**config.mk**
```make
export PLATFORM = sky130hd
export DESIGN_NAME = msg_scroll_ctrl
export DESIGN_NICKNAME = d
export VERILOG_FILES = /design/src/rtl/msg_scroll_ctrl.sv
export SDC_FILE = /design/constraint.sdc
export NUM_CORES = 1
export LEC_CHECK = 0
export CAP_MARGIN = 30
export CORE_MARGIN = 4
export CORE_UTILIZATION = 50
export DETAILED_ROUTE_END_ITERATION = 8
export PLACE_DENSITY = 0.68
export SYNTH_ARGS = -nofsm -noshare
export SYNTH_HDL_FRONTEND = slang
export SYNTH_SLANG_ARGS = --single-unit
```
**constraint.sdc**
```tcl
create_clock -name clk -period 14.9 [get_ports clk]
set_clock_uncertainty 0.15 [all_clocks]
set_input_delay 1.49 -clock clk [delete_from_list [all_inputs] [get_ports clk]]
set_output_delay 1.49 -clock clk [all_outputs]
set_load 0.01 [all_outputs]
```
**src/rtl/msg_scroll_ctrl.sv**
```systemverilog
// msg_scroll_ctrl
//   Stores a message of letter codes and scrolls an 8-character window across
//   an 8-digit 7-segment display. A writer fills the message buffer over a
//   valid/ready port. In RUN the window offset moves by one position every
//   SCROLL_DIV cycles. After the message, GAP blank positions are shown before
//   it repeats.
//
// Ports
//   clk        system clock
//   reset      asynchronous reset, active low
//   wr_valid   write beat valid
//   wr_ready   write beat accepted when wr_valid & wr_ready (IDLE only)
//   wr_code    letter code carried by the beat
//   wr_last    beat is the final character of the message
//   start      1-cycle pulse, begin scrolling (needs a loaded message)
//   stop       1-cycle pulse, stop scrolling and return to IDLE
//   hold       level, freezes the scroll timer
//   dir        0: offset +1 per step, 1: offset -1 per step
//   busy       high while scrolling
//   msg_len    latched message length, 0 when no message is loaded
//   frame_tick 1-cycle pulse whenever the window offset steps in RUN
//   win_codes  digit k code at [k*CODE_W +: CODE_W], digit 0 first
//
// Configuration
//   IDLE_BLINK_EN  when defined, a loaded message blinks in IDLE: the window
//                  alternates message / all blank every SCROLL_DIV cycles.
module msg_scroll_ctrl #(
  parameter int SCROLL_DIV = 50_000_000,
  parameter int MSG_DEPTH  = 16,
  parameter int GAP        = 2,
  parameter int CODE_W     = 5
) (
  input  logic                  clk,
  input  logic                  reset,
  input  logic                  wr_valid,
  output logic                  wr_ready,
  input  logic [CODE_W-1:0]     wr_code,
  input  logic                  wr_last,
  input  logic                  start,
  input  logic                  stop,
  input  logic                  hold,
  input  logic                  dir,
  output logic                  busy,
  output logic [4:0]            msg_len,
  output logic                  frame_tick,
  output logic [8*CODE_W-1:0]   win_codes
);

  localparam int TW = $clog2(SCROLL_DIV);
  localparam int PW = (MSG_DEPTH > 1) ? $clog2(MSG_DEPTH) : 1;
  localparam logic [TW-1:0]     TIMER_LAST = TW'(SCROLL_DIV - 1);
  localparam logic [PW-1:0]     PTR_LAST   = PW'(MSG_DEPTH - 1);
  localparam logic [CODE_W-1:0] BLANK      = '1;

  typedef enum logic {IDLE, RUN} state_t;

  state_t state, state_next;

  logic [CODE_W-1:0]   msg_buf [MSG_DEPTH];
  logic [PW-1:0]       wr_ptr;
  logic                loaded;
  logic [4:0]          offset;
  logic [4:0]          offset_next;
  logic [TW-1:0]       timer;
  logic                blank_phase;
  logic                beat;
  logic                timer_done;
  logic [4:0]          cyc_len;
  logic [8*CODE_W-1:0] win_next;
  logic [4:0]          j;

  assign beat       = wr_valid && (state == IDLE);
  assign timer_done = (timer == TIMER_LAST);
  assign cyc_len    = msg_len + 5'(GAP);

  always_ff @(posedge clk or negedge reset) begin
    if (!reset) state <= IDLE;
    else        state <= state_next;
  end

  // A start that coincides with an accepted beat is dropped, because that
  // beat may be replacing the message that would be scrolled.
  always_comb begin
    state_next = state;
    wr_ready   = 1'b0;
    busy       = 1'b0;
    case (state)
      IDLE: begin
        wr_ready = 1'b1;
        if (start && loaded && !beat) state_next = RUN;
      end
      RUN: begin
        busy = 1'b1;
        if (stop) state_next = IDLE;
      end
      default: state_next = IDLE;
    endcase
  end

  // The offset always stays below cyc_len, so one compare is enough to wrap it.
  always_comb begin
    if (!dir) offset_next = (offset == cyc_len - 5'd1) ? 5'd0 : offset + 5'd1;
    else      offset_next = (offset == 5'd0) ? cyc_len - 5'd1 : offset - 5'd1;
  end

  // The buffer has no reset. Its contents are hidden while msg_len is 0.
  always_ff @(posedge clk) begin
    if (beat) msg_buf[wr_ptr] <= wr_code;
  end

  always_ff @(posedge clk or negedge reset) begin
    if (!reset) begin
      wr_ptr     <= '0;
      msg_len    <= '0;
      loaded     <= 1'b0;
      offset     <= '0;
      timer      <= '0;
      frame_tick <= 1'b0;
`ifdef IDLE_BLINK_EN
      blank_phase <= 1'b0;
`endif
    end else begin
      frame_tick <= 1'b0;
      // A beat that fills the last slot ends the message even without wr_last.
      if (beat) begin
        if (wr_last || wr_ptr == PTR_LAST) begin
          msg_len <= 5'(wr_ptr) + 5'd1;
          wr_ptr  <= '0;
          loaded  <= 1'b1;
        end else begin
          wr_ptr <= wr_ptr + PW'(1);
          if (loaded) begin
            loaded  <= 1'b0;
            msg_len <= '0;
          end
        end
      end
      case (state)
        IDLE: begin
          if (state_next == RUN) begin
            timer  <= '0;
            offset <= '0;
`ifdef IDLE_BLINK_EN
            blank_phase <= 1'b0;
          end else if (!loaded || beat) begin
            timer       <= '0;
            blank_phase <= 1'b0;
          end else if (!hold) begin
            if (timer_done) begin
              timer       <= '0;
              blank_phase <= ~blank_phase;
            end else begin
              timer <= timer + TW'(1);
            end
`else
          end else begin
            timer <= '0;
`endif
          end
        end
        RUN: begin
          // stop takes priority over hold.
          if (stop) begin
            offset <= '0;
            timer  <= '0;
          end else if (!hold) begin
            if (timer_done) begin
              timer      <= '0;
              offset     <= offset_next;
              frame_tick <= 1'b1;
            end else begin
              timer <= timer + TW'(1);
            end
          end
        end
        default: ;
      endcase
    end
  end

`ifndef IDLE_BLINK_EN
  assign blank_phase = 1'b0;
`endif

  // The position index steps by one per digit. It wraps back to 0 at cyc_len,
  // so cycles shorter than 8 repeat within the window.
  always_comb begin
    win_next = '1;
    j        = offset;
    for (int k = 0; k < 8; k++) begin
      if (loaded && !blank_phase && j < msg_len)
        win_next[k*CODE_W +: CODE_W] = msg_buf[j[PW-1:0]];
      else
        win_next[k*CODE_W +: CODE_W] = BLANK;
      j = (j == cyc_len - 5'd1) ? 5'd0 : j + 5'd1;
    end
  end

  always_ff @(posedge clk or negedge reset) begin
    if (!reset) win_codes <= '1;
    else        win_codes <= win_next;
  end

endmodule

```
=== After elaboration in Yosys (flattened, before gate mapping) ===
Memories as Yosys holds them, arrays and structs flattened.
Index checks and enable logic that the tools add are counted.

* RAM bits: 80
* Word-level logic and storage cells: 101
* Flip-flop bits (word level): 83
* Input bits: 13
* Output and inout bits: 48
* Memories: 1

{| class="wikitable"
|+ Memory list
! memory !! depth !! width !! read ports !! clocked after Yosys merged registers in !! write ports !! line !! RTL
|-
| msg_buf || 16 || 5 || 8 || 0 || 1 || 59 || <nowiki>logic [CODE_W-1:0] msg_buf [MSG_DEPTH];</nowiki>
|}

* Multiplexer cells: 41
* $add $sub $neg: 13
* Equality and inequality tests: 12
* Reduce and logical (&&, ||, !) cells: 17
* $lt $le $gt $ge: 8
* Bitwise logic cells: 1

{| class="wikitable"
|+ Operators with widths
! cell !! number
|-
| 5-bit 2-to-1 mux || 23
|-
| 26-bit 2-to-1 mux || 3
|-
| 26-bit one-hot mux with 2 select lines || 1
|-
| 5-bit less-than comparator || 8
|-
| 5-bit by 1-bit adder with 5-bit output (second input constant) || 7
|-
| 5-bit equality test || 7
|-
| 26-bit by 1-bit adder with 26-bit output (second input constant) || 1
|-
| 26-bit equality test (second input constant) || 1
|-
| 1-bit logical AND || 11
|-
| 1-bit 2-to-1 mux || 11
|-
| 5-bit one-hot mux with 2 select lines || 1
|-
| 5-bit by 1-bit subtractor with 5-bit output (second input constant) || 2
|-
| 4-bit by 1-bit adder with 5-bit output (second input constant) || 1
|-
| 5-bit by 2-bit adder with 5-bit output (second input constant) || 1
|-
| 5-bit logical NOT || 1
|-
| 4-bit by 1-bit adder with 4-bit output (second input constant) || 1
|-
| 4-bit equality test (second input constant) || 1
|-
| 4-bit 2-to-1 mux || 1
|-
| 3-bit by 2-bit inequality test with 1-bit output (second input constant) || 1
|-
| 3-bit inequality test (second input constant) || 1
|-
| 3-bit AND reduction || 1
|-
| 2-bit inequality test (second input constant) || 1
|-
| 1-bit one-hot mux with 2 select lines || 1
|-
| 2-bit AND reduction || 1
|-
| other kinds (4) || 4
|}

=== Longest topological paths before layout ===
* Depth in word-level cells: 19
* Depth in mapped cells: 63

=== Worst setup path before layout ===
OpenSTA, ideal clock, no wires.

* Kind: reg-to-reg
* Start point: reg offset[0]
* End point: reg win_codes[35]
* Arrival: 13.374 ns
* Stages on the path, launching flop included: 60
* Setup time: 0.083 ns
* Setup slack: 1.293 ns
* Buffers on the path: 17
* Cell sequence: dfrtp_1 > clkbuf_1 > inv_1 > clkbuf_1 > ha_1 > inv_1 > and3_4 > nand3_2 > clkbuf_1 > nand2_1 > clkbuf_1 > buf_1 > ha_1 > a221oi_1 > nand4_1 > or2_4 > o21ai_0 > clkbuf_1 > (+24 left out) > or4_4 > buf_6 > nand2_4 > inv_4 > buf_1 > clkbuf_1 > ha_1 > clkbuf_1 > xor2_1 > nand2b_1 > inv_1 > ha_1 > a21oi_1 > nor2b_1 > o21ai_0 > nand3b_1 > a21o_1 > a221o_1

* Word-level cells in the longest chain between the ends: 17

{| class="wikitable"
|+ RTL lines
! element !! line !! RTL
|-
| from (decl) || 62 || <nowiki>logic [4:0] offset;</nowiki>
|-
| from (signal assigned) || 169 || <nowiki>offset <= offset_next;</nowiki>
|-
| 5-bit by 1-bit adder with 5-bit output or 5-bit equality test (tied branches) || 195 || <nowiki>j = (j == cyc_len - 5'd1) ? 5'd0 : j + 5'd1;</nowiki>
|-
| 5-bit 2-to-1 mux (*) || 195 ||
|-
| 5-bit by 1-bit adder with 5-bit output or 5-bit equality test (tied branches) || 195 ||
|-
| 5-bit 2-to-1 mux (*) || 195 ||
|-
| 5-bit by 1-bit adder with 5-bit output or 5-bit equality test (tied branches) || 195 ||
|-
| 5-bit 2-to-1 mux (*) || 195 ||
|-
| 5-bit by 1-bit adder with 5-bit output or 5-bit equality test (tied branches) || 195 ||
|-
| 5-bit 2-to-1 mux (*) || 195 ||
|-
| (+2 left out) || - ||
|-
| 5-bit by 1-bit adder with 5-bit output or 5-bit equality test (tied branches) || 195 ||
|-
| 5-bit 2-to-1 mux (*) || 195 ||
|-
| 5-bit by 1-bit adder with 5-bit output or 5-bit equality test (tied branches) || 195 ||
|-
| 5-bit 2-to-1 mux (*) || 195 ||
|-
| 5-bit less-than comparator || 191 || <nowiki>if (loaded && !blank_phase && j < msg_len)</nowiki>
|-
| 1-bit logical AND || 191 ||
|-
| 5-bit 2-to-1 mux (*) || 191 ||
|-
| named net win_next[35] || 69 || <nowiki>logic [8*CODE_W-1:0] win_next;</nowiki>
|-
| to (signal assigned) || 201 || <nowiki>else win_codes <= win_next;</nowiki>
|-
| to (decl) || 46 || <nowiki>output logic [8*CODE_W-1:0] win_codes</nowiki>
|}

Mark *: on every way through the listed nets, which the timed path passes. The rest lies on a longest branch.
A chain may end at the register's enable or synchronous reset.

=== Worst setup path after layout ===
Same ends and word-level chain as after synthesis.

==> summary.md <==
The flow ran to the end, and the final reports show no timing, DRC or antenna violations. Leaving out filler cells and counting taps, the final layout contains 2084. After layout, the minimum clock period comes to 13.98 ns.

The logs give 0 for the final setup violation count and 47.0% for the met1 global-route usage. The number of synthesized flops with an enable pin was 80; the area growth from synthesis to layout was 9.38%. After clock tree synthesis, the clock-pin slew on the worst setup and hold paths is 0.08 ns. At the pin with the least slew margin, the transition time is 1.10 ns. Detailed placement finished with a half-perimeter wire length of 40700 microns. The sequential cell area fraction in the yosys report was 30.0%. The number of global-route vias before repair came out at 14048. No sink is reached through more buffers than the 2 on the longest clock path. Worst min-delay path startpoint: timer[22]$_DFFE_PN0P_. The detailed router finished its first iteration with 2197 violations. The number of buffer cells added on primary ports is 60, and the number of max-slew violations in the final report is 0. Setup repair after global routing left no endpoint under its margin. After detailed routing, the number of vias per cell comes to 7.17. Source of the critical timing path: offset[0]$_DFFE_PN0P_. In the final routed layout, each cell accounts on average for 29.3 microns. The stage delay of the slowest cell on the critical path is 0.61 ns.

For the final weighted congestion in routability-driven placement, the log shows 1.02. Including well taps, the total number of placed cells is 2051. The synthesized instance count was 1709.

met2 is the most crowded layer. Among the stages of the critical path, the cell type that occurs most often is ha_1. At the placement stage, the worst setup path has a slack of 1.07 ns.

Global routing consumed, over all layers together, 36.1% of the routing resources. The run gives 0.47 ns as the insertion delay of the later-clocked pin in the worst-skew pair. Once routing completed, OpenROAD measured the worst setup slack at 0.923 ns. The floorplan step defined a die boundary enclosing 33000 sq um. In this run the count of I/O pins placed on the die edge is 61. Headroom to the max-slew limit came out at 26.5%.

The initial antenna violation count is 1, and the data arrival time at the worst-slack endpoint is 14.21 ns. The DRC violation count after routing is 0. The die is 182 microns tall. Counting every net in the synthesized netlist gives 1775. The number of clock buffers added by TritonCTS is 17. In the layout the commonest cells are nand2_1 (262), nor2_1 (96), o21ai_0 (88). The worst setup path is captured at a flop.

The horizontal die dimension came out at 182 microns. Synthesis instantiated 93 different standard cells from the library. Hold repair after CTS inserted 0 buffers. The critical path is of the reg2reg type. The first detailed-routing pass ran for 6 iterations. The H-tree was split into 4 levels.

For the data required time at the worst endpoint, the log shows 15.13 ns. Entering global routing, the biggest net connects 62 pins. For met3 alone, demand over resource in global routing was 12.6%. The total overflow left after global routing is 0.

The type of the most critical hold path is reg2reg. For the number of placement rows, the log shows 63. In this run the clock root is driven by a clkbuf_16. For this run, the post-layout net count is 1747. The repair_antennas step left the layout with diodes totalling 0. The CTS sink count was 163; the part of the cycle the worst path needs was 93.8%. Of the cells placed in the final design, the portion with a size suffix greater than 1 is 14.7%. Total count of hold-check failures in the final report: 0. The first global-routing pass estimated 89800 microns of wire. The tools report the kind of launch point of the worst setup path as a flop. The maximum clock rate was 71.5 MHz; the average footprint of a synthesized cell was 8.82 sq um. The starting density of the core came out at 50.7%.

After synthesis, the share of flip-flops with an asynchronous set or reset is 50.9%. Summing every instance area after synthesis gives 15100 sq um. The most used flip-flop cell after synthesis is edfxtp_1. Max-cap violations in this run came to 0. For met2 alone, demand over resource in global routing was 52.4%. Detailed routing inserted a total of 14946 vias. The wire length reported by the detailed router is 61100 microns.

TritonCTS built the clock tree. The logs give 0 for the remaining antenna violation count and 0 for the number of warnings reported in the yosys synthesis log. In this run, synthesis produced a sequential element count of 163. The region available for standard cell placement spans 29700 sq um. In this run the worst path has a maximum fanout of 46. For the final routed database, the setup TNS stands at 0 ns.

The cell with the largest stage delay on the worst path was a211o_1. The worst register-to-register path begins at offset[0]$_DFFE_PN0P_. The tools report the post-CTS setup buffer count as 0. After filler insertion, the fill cell instance count of the layout stands at 2707. Leaving out fill and tap cells, the most frequent cell in the layout is nand2_1.
## worst max-delay path: cells and delay by family, from the launching register on
kind	cells	cell delay (ns)
AOI/OAI and AO/OA	16	3.86
xor gates and xnor gates	2	0.71
adders and majority gates	6	2.23
buffers and inverters	10	2.69
DFF	1	0.33
and+or+nand+nor	13	3.87
## worst paths after layout
kind / slack (ns) / to / depth (start not counted)
setup / recovery: 0.92 / win_codes[35]$_DFF_PN1_ / 47
hold / removal: 0.37 / timer[22]$_DFFE_PN0P_ / 1
setup reg to reg: 0.92 / win_codes[35]$_DFF_PN1_ / 47
hold reg to reg: 0.37 / timer[22]$_DFFE_PN0P_ / 1
max in group asynchronous: 12.71 / msg_len[3]$_DFFE_PN0P_ / 2
min in group asynchronous: 1.05 / win_codes[23]$_DFF_PN1_ / 1
## layout make-up
class	instances	area (sq um)	share of cell area [%]
multi-input cells	1365	9840	59.7
well taps	390	488	2.96
inverters	42	163	0.986
repair buffers	92	866	5.25
clock inverters	14	166	1.01
flip-flops and latches	163	4530	27.5
clock buffers	18	439	2.66
## through the flow
stage	area, sq um	utilization (%)	hold WS, ns
2_1_floorplan	15100	-	0.314
3_3_place_gp	15800	53.3	0.349
3_5_place_dp	15800	53.3	0.357
4_1_cts	16500	55.4	0.369
5_1_grt	16500	55.5	0.384
6_report	16500	55.5	0.372
## cells by family (layout without fill, tap and decap cells)
logic type,count (synthesis),after routing,synth area share (%)
flip-flops,163,163,30.0
XOR/XNOR,70,70,4.45
buffers and inverters,181,166,4.86
AND/OR/NAND/NOR,661,661,21.4
adder cells (fa/ha/maj),53,53,4.40
AO/OA/AOI/OAI,442,442,20.9
multiplexers,139,139,13.9
## sequential cells by signal, summed over array words and instances, names as in the netlist
| name | cells |
|---|---|
| wr_ptr | 4 |
| loaded | 1 |
| win_codes | 40 |
| frame_tick | 1 |
| state | 1 |
| msg_buf | 80 |
| msg_len | 5 |
| timer | 26 |
| offset | 5 |
## cell usage after synthesis (24+ instances only)
library cell | number | area [sq um]
a211oi_1 | 38 | 285
a311oi_1 | 44 | 385
edfxtp_1 | 80 | 2400
or2_2 | 38 | 238
buf_1 | 24 | 90.1
inv_1 | 33 | 124
nand3_1 | 55 | 275
xor2_1 | 28 | 245
mux4_2 | 54 | 1220
a21oi_1 | 61 | 305
dfstp_2 | 40 | 1050
nor2_1 | 98 | 368
o21ai_0 | 90 | 450
ha_1 | 53 | 663
nor3_1 | 24 | 120
and3_1 | 44 | 275
and2_1 | 29 | 181
clkbuf_1 | 94 | 353
mux2i_1 | 68 | 681
a31oi_1 | 27 | 169
nand2_1 | 262 | 983
xnor2_1 | 36 | 315
dfrtp_1 | 43 | 1080
## routing by layer
| layer | vias up | share of wire (%) |
|---|---|---|
| li1 | 6362 | - |
| met1 | 7113 | 38 |
| met5 | - | 0 |
| met2 | 1150 | 42 |
| met3 | 321 | 14 |
| met4 | 0 | 6.9 |
## what timing repair did
action / in CTS / in global routing
endpoints found under the setup margin: 0 / 5
resized for setup: 0 / 1
endpoints found under the hold margin: 0 / 0
Power is left out: the tool's default activity adds up to more than one toggle a clock period on the data nets, which glitch-free logic cannot reach.
